### src/rtl/iomem_gpio_bank_if.sv
`default_nettype none
// +----------------------------------------------------------------------------+
// | iomem_gpio_bank_if                                                         |
// | Single-cycle iomem bus bundle shared by the GPIO bank and its master.      |
// | Revision: 1.0                                                              |
// +----------------------------------------------------------------------------+
interface iomem_gpio_bank_if;
    logic        iomem_valid;
    logic        iomem_ready;
    logic [3:0]  iomem_wstrb;
    logic [31:0] iomem_addr;
    logic [31:0] iomem_wdata;
    logic [31:0] iomem_rdata;

    modport master (
        output iomem_valid, iomem_wstrb, iomem_addr, iomem_wdata,
        input  iomem_ready, iomem_rdata
    );

    modport slave (
        input  iomem_valid, iomem_wstrb, iomem_addr, iomem_wdata,
        output iomem_ready, iomem_rdata
    );
endinterface
`default_nettype wire

### src/rtl/iomem_gpio_bank.sv
`default_nettype none
// +----------------------------------------------------------------------------+
// | iomem_gpio_bank                                                            |
// | Memory-mapped GPIO bank: OUT/DIR/IN registers, optional edge interrupts    |
// | compiled in only when GPIO_BANK_IRQ_EN is defined.                         |
// | Revision: 1.0                                                              |
// +----------------------------------------------------------------------------+
module iomem_gpio_bank #(
    parameter int unsigned      WIDTH     = 32,
    parameter logic [7:0]       BASE_PAGE = 8'h03,
    parameter logic [WIDTH-1:0] OUT_RESET = '0
) (
    input  wire                 clk,
    input  wire                 resetn,
    iomem_gpio_bank_if.slave    bus,
    input  wire  [WIDTH-1:0]    gpio_in,
    output logic [WIDTH-1:0]    gpio_out,
    output logic [WIDTH-1:0]    gpio_oe,
    output logic                irq
);

    localparam logic [2:0] c_off_out = 3'd0;
    localparam logic [2:0] c_off_dir = 3'd1;
    localparam logic [2:0] c_off_in  = 3'd2;

    function automatic logic [WIDTH-1:0] f_merge(
        input logic [WIDTH-1:0] old_v,
        input logic [WIDTH-1:0] new_v,
        input logic [WIDTH-1:0] mask
    );
        return (old_v & ~mask) | (new_v & mask);
    endfunction

    logic             w_sel;
    logic             w_wr;
    logic [2:0]       w_off;
    logic [WIDTH-1:0] w_wmask;
    logic [WIDTH-1:0] w_wdata;
    logic [WIDTH-1:0] w_rd;
    logic             w_unused;

    logic             ready_q;
    logic [31:0]      rdata_q;
    logic [WIDTH-1:0] out_q, out_d;
    logic [WIDTH-1:0] dir_q, dir_d;
    logic [WIDTH-1:0] sync1_q, sync2_q;

    // Blocking on ready_q guarantees the completion pulse never repeats back-to-back.
    assign w_sel   = bus.iomem_valid && !ready_q && (bus.iomem_addr[31:24] == BASE_PAGE);
    assign w_wr    = w_sel && (bus.iomem_wstrb != 4'b0000);
    assign w_off   = bus.iomem_addr[4:2];
    assign w_wdata = bus.iomem_wdata[WIDTH-1:0];
    assign w_unused = ^{bus.iomem_addr[23:5], bus.iomem_addr[1:0], bus.iomem_wdata};

    for (genvar i = 0; i < WIDTH; i++) begin : g_wmask
        assign w_wmask[i] = bus.iomem_wstrb[i/8];
    end

    assign out_d = (w_wr && (w_off == c_off_out)) ? f_merge(out_q, w_wdata, w_wmask) : out_q;
    assign dir_d = (w_wr && (w_off == c_off_dir)) ? f_merge(dir_q, w_wdata, w_wmask) : dir_q;

`ifdef GPIO_BANK_IRQ_EN
    localparam logic [2:0] c_off_en   = 3'd3;
    localparam logic [2:0] c_off_rise = 3'd4;
    localparam logic [2:0] c_off_stat = 3'd5;

    logic [WIDTH-1:0] en_q, rise_q, stat_q, stat_d, prev_q;
    logic [WIDTH-1:0] w_edge, w_clr;
    logic [1:0]       arm_q;
    logic             irq_q;

    // Edges are ignored until both sync stages and prev_q hold real pin samples.
    assign w_edge = (arm_q == 2'd3)
                  ? ((sync2_q & ~prev_q & rise_q) | (~sync2_q & prev_q & ~rise_q))
                  : '0;
    assign w_clr  = (w_wr && (w_off == c_off_stat)) ? (w_wdata & w_wmask) : '0;
    assign stat_d = (stat_q & ~w_clr) | w_edge;

    always_ff @(posedge clk or negedge resetn) begin
        if (!resetn) begin
            en_q   <= '0;
            rise_q <= '1;
            stat_q <= '0;
            prev_q <= '0;
            arm_q  <= 2'd0;
            irq_q  <= 1'b0;
        end else begin
            prev_q <= sync2_q;
            if (arm_q != 2'd3) begin
                arm_q <= arm_q + 2'd1;
            end
            stat_q <= stat_d;
            irq_q  <= |(stat_q & en_q);
            if (w_wr && (w_off == c_off_en)) begin
                en_q <= f_merge(en_q, w_wdata, w_wmask);
            end
            if (w_wr && (w_off == c_off_rise)) begin
                rise_q <= f_merge(rise_q, w_wdata, w_wmask);
            end
        end
    end

    assign irq = irq_q;
`else
    assign irq = 1'b0;
`endif

    // Reads see register contents before any same-edge write or clear.
    always_comb begin
        w_rd = '0;
        case (w_off)
            c_off_out:  w_rd = out_q;
            c_off_dir:  w_rd = dir_q;
            c_off_in:   w_rd = sync2_q;
`ifdef GPIO_BANK_IRQ_EN
            c_off_en:   w_rd = en_q;
            c_off_rise: w_rd = rise_q;
            c_off_stat: w_rd = stat_q;
`endif
            default:    w_rd = '0;
        endcase
    end

    always_ff @(posedge clk or negedge resetn) begin
        if (!resetn) begin
            ready_q <= 1'b0;
            rdata_q <= '0;
            out_q   <= OUT_RESET;
            dir_q   <= '0;
            sync1_q <= '0;
            sync2_q <= '0;
        end else begin
            ready_q <= w_sel;
            sync1_q <= gpio_in;
            sync2_q <= sync1_q;
            out_q   <= out_d;
            dir_q   <= dir_d;
            if (w_sel) begin
                rdata_q <= 32'(w_rd);
            end
        end
    end

    assign bus.iomem_ready = ready_q;
    assign bus.iomem_rdata = rdata_q;
    assign gpio_out        = out_q;
    assign gpio_oe         = dir_q;

endmodule
`default_nettype wire

### src/flat_wrapper.sv
// flat-port wrapper written by rule: the top's interface ports become plain ports
module iomem_gpio_bank_flat 
#(
    parameter int unsigned      WIDTH     = 32,
    parameter logic [7:0]       BASE_PAGE = 8'h03,
    parameter logic [WIDTH-1:0] OUT_RESET = '0
)
  (clk, resetn, gpio_in, gpio_out, gpio_oe, irq, bus_iomem_valid, bus_iomem_wstrb, bus_iomem_addr, bus_iomem_wdata, bus_iomem_ready, bus_iomem_rdata);
  iomem_gpio_bank_if bus_i ();
  input  wire clk;
  input  wire resetn;
  input  wire  [WIDTH-1:0] gpio_in;
  output logic [WIDTH-1:0] gpio_out;
  output logic [WIDTH-1:0] gpio_oe;
  output logic irq;
  input wire logic [$bits(bus_i.iomem_valid)-1:0] bus_iomem_valid;
  input wire logic [$bits(bus_i.iomem_wstrb)-1:0] bus_iomem_wstrb;
  input wire logic [$bits(bus_i.iomem_addr)-1:0] bus_iomem_addr;
  input wire logic [$bits(bus_i.iomem_wdata)-1:0] bus_iomem_wdata;
  output wire logic [$bits(bus_i.iomem_ready)-1:0] bus_iomem_ready;
  output wire logic [$bits(bus_i.iomem_rdata)-1:0] bus_iomem_rdata;
  assign bus_i.iomem_valid = bus_iomem_valid;
  assign bus_i.iomem_wstrb = bus_iomem_wstrb;
  assign bus_i.iomem_addr = bus_iomem_addr;
  assign bus_i.iomem_wdata = bus_iomem_wdata;
  assign bus_iomem_ready = bus_i.iomem_ready;
  assign bus_iomem_rdata = bus_i.iomem_rdata;
  iomem_gpio_bank #(.WIDTH(WIDTH), .BASE_PAGE(BASE_PAGE), .OUT_RESET(OUT_RESET)) u_core (.clk(clk), .resetn(resetn), .bus(bus_i), .gpio_in(gpio_in), .gpio_out(gpio_out), .gpio_oe(gpio_oe), .irq(irq));
endmodule
### config.mk
export PLATFORM = sky130hd
export DESIGN_NAME = iomem_gpio_bank_flat
export DESIGN_NICKNAME = d
export VERILOG_FILES = /design/src/rtl/iomem_gpio_bank_if.sv /design/src/rtl/iomem_gpio_bank.sv /design/src/flat_wrapper.sv
export SDC_FILE = /design/constraint.sdc
export NUM_CORES = 1
export LEC_CHECK = 0
export BUFFER_PORTS_ARGS = -buffer_cell sky130_fd_sc_hd__buf_2
export CORE_UTILIZATION = 30
export DETAILED_ROUTE_END_ITERATION = 12
export REMOVE_ABC_BUFFERS = 1
export SYNTH_ARGS = -nofsm -noshare
export SYNTH_HDL_FRONTEND = slang
export SYNTH_SLANG_ARGS = --single-unit
### constraint.sdc
create_clock -name clk -period 2.8 [get_ports clk]
set_clock_uncertainty 0.1 [all_clocks]
set_input_delay 0.14 -clock clk [delete_from_list [all_inputs] [get_ports clk]]
set_output_delay 0.14 -clock clk [all_outputs]
set_load 0.005 [all_outputs]
==> metrics.csv <==
metric,value,unit
rows,51,
io_pins,201,
clockBufferDepth,2,
multiInputGateArea,1970,sq um
place_area,7400,sq um
worst-r2r-setup-slack,0.45,ns
switching_share,0.219,
finalHoldViolations,0,
io_buffers,178,
post_drt_via_cell_ratio,4.58,
clk_pin_slew_worst_paths,0.06,ns
regArea,4030,sq um
htree_levels,4,
rsz0062_at_grt,false,
synth_flop_cell,dfrtp_1,
p_sw,0.00108,W
combPwrFrac,0.062,
layout-drive-gt1-share,0.473,
max_slew.worst_pin.slew,0.827,ns
min_path_type,in2async,
grt_max_degree,80,
die_width,145,um
reg2reg_to,u_core.bus.iomem_rdata[21]$_DFFE_PN0P_,
grt_use_total,0.159,
syn_avg_cell_area,16.1,sq um
drc,0,
cap_violations,0,
path_class,reg2reg,
drtIter0Drc,108,
dp_hpwl,10400,um
rr_startpoint,u_core.bus.iomem_ready$_DFF_PN0_,
antenna_found_initial,4,
leakagePower,4.44,nW
place_congestion,0.715,
vias,4203,
synthTopCellsByArea,"dfrtp_1 (66%), mux2_2 (12%), mux2i_1 (5.2%)",
finalNetCount,743,
p_total,0.00493,W
synth_common_cells,"dfrtp_1 (161), mux2_2 (64), a22o_1 (32), mux2i_1 (32), o2bb2ai_1 (20)",
cts_tree,built,
yosysUniqueCellTypes,23,
grt_pass1_vias,4394,
setup_viol,0,
worstPathArrival,2.55,ns
wl_per_cell,17.3,um
drv_slew,0,
vdd_ir_drop_max,0.356,mV
cpMaxStageDelayCell,or3_2,
insertion_delay,0.42,ns
coreArea,19700,sq um
start_util,0.310,
worstRegToRegCells,4,
internal-power,0.00385,W
power_density,573,nW/um^2
fill_cells,1775,
syn_to_final_growth,40.6,%
synth_top_area_share,0.658,
synth_warnings,0,
grt_first_pass_wirelength,24500,um
crit_required,3.00,ns
cts_buffers,17,
worstSetupStartpointType,flip-flop,
period_needed,2.35,ns
syn_inst,380,
status,"finished, final reports clean",
die_area,21000,sq um
pwr-share-clk,0.452,
relSlewSlack,0.449,
design_area,8610,sq um
ys_seq_area_frac,0.658,
ant_nets,0,
die_height,145,um
cp-end-kind,flip-flop,
grt_overflow,0,
netlist_area,6120,sq um
firstDrtPassIters,4,
synth-async-reset-ratio,1.00,
yosys.area.top_type,dfrtp_1,
cts.sinks,161,
cp_max_fo,33,
ys_seq_elements,161,
min_period_over_period,0.840,
post_cts_resized,0,
synth.most_common_cell,dfrtp_1,
fmax,425,MHz
critPathMaxStageDelay,0.88,ns
synth_edf_count,0,
critical_path.cell_chain,"nand4b_1, buf_4, or3_2, a22o_1",
cts-root-buf,clkbuf_16,
seqPwrFrac,0.486,
routed_wirelength,15900,um
==> layout make-up <==
cell class,count,share of cell area
clock buffer,19,0.0515
antenna,1,0.000291
inverter,1,0.000436
tap,265,0.0385
timing repair buffer,264,0.200
clock inverter,11,0.0131
multi-input combinational,195,0.228
sequential,161,0.468
==> power groups by stage <==
stage / clock, W / combinational, W / sequential [W]
floorplan: 0 / 0.0000641 / 0.00244
global placement: 0 / 0.000233 / 0.00244
detailed placement: 0 / 0.000241 / 0.00244
CTS: 0.00231 / 0.000312 / 0.00240
global route: 0.00241 / 0.000338 / 0.00240
finish: 0.00223 / 0.000305 / 0.00240
==> how the worst max path moves through the flow <==
stage	end	startpoint	cells after the start	slack, ns
after floorplan	u_core.bus.iomem_rdata[30]$_DFFE_PN0P_	u_core.bus.iomem_ready$_DFF_PN0_	3	-0.42
after global placement	u_core.bus.iomem_rdata[21]$_DFFE_PN0P_	bus_iomem_addr[27]	4	0.30
after detailed placement	u_core.bus.iomem_rdata[5]$_DFFE_PN0P_	bus_iomem_addr[27]	4	0.25
after CTS	u_core.bus.iomem_rdata[18]$_DFFE_PN0P_	u_core.bus.iomem_ready$_DFF_PN0_	4	0.38
after global routing	u_core.bus.iomem_rdata[21]$_DFFE_PN0P_	u_core.bus.iomem_ready$_DFF_PN0_	4	0.33
final	u_core.bus.iomem_rdata[21]$_DFFE_PN0P_	u_core.bus.iomem_ready$_DFF_PN0_	4	0.45
==> through the flow <==
stage | worst slack (ns) | setup TNS, ns | hold slack (ns) | cells | utilization
6_report | 0.449 | 0 | 0.114 | 917 | 0.436
5_1_grt | 0.326 | 0 | 0.131 | 917 | 0.436
4_1_cts | 0.378 | 0 | 0.115 | 916 | 0.436
3_5_place_dp | 0.254 | 0 | 0.00209 | 821 | 0.375
3_3_place_gp | 0.296 | 0 | -0.000791 | 821 | 0.375
2_1_floorplan | -0.424 | -13.42 | -0.256 | 357 | -
==> cell usage in the layout (no fill, tap or decap), types with 2 or more instances in the layout <==
cell type,n
a22o_1,32
buf_2,177
buf_4,20
bufinv_16,2
clkbuf_16,17
clkinv_2,7
dfrtp_1,161
dlygate4sd3_1,65
inv_6,2
mux2_2,64
mux2i_1,32
nand3b_1,12
nor4_4,9
o21ai_0,12
o2bb2ai_1,20
or4b_2,4
or4bb_1,4
==> kinds of logic after synthesis <==
| kind of cell | after synthesis | share of synthesized area |
|---|---|---|
| flops | 161 | 0.658 |
| mux | 96 | 0.170 |
| compound gates | 64 | 0.0842 |
| simple gates | 34 | 0.0642 |
| buf+inv | 24 | 0.0225 |
| other cells | 1 | 0.000613 |
==> per-layer routing <==
metal	track usage	routed length, um
met5	0	40
met4	0.0560	106
met3	0.0497	1020
met2	0.261	7850
met1	0.197	6870
==> worst max-delay path, delay by kind of cell, from the launching register on <==
kind	cells	cell delay, ns
AOI/OAI and AO/OA	1	0.37
and+or+nand+nor	2	1.11
DFF	1	0.38
buffers and inverters	1	0.27
==> timing repair <==
action,in CTS,in global routing
endpoints found under the setup margin,0,0
hold buffers,65,0
endpoints found under the hold margin,142,0
setup buffers,0,0
Power figures use the tool's default switching activity.
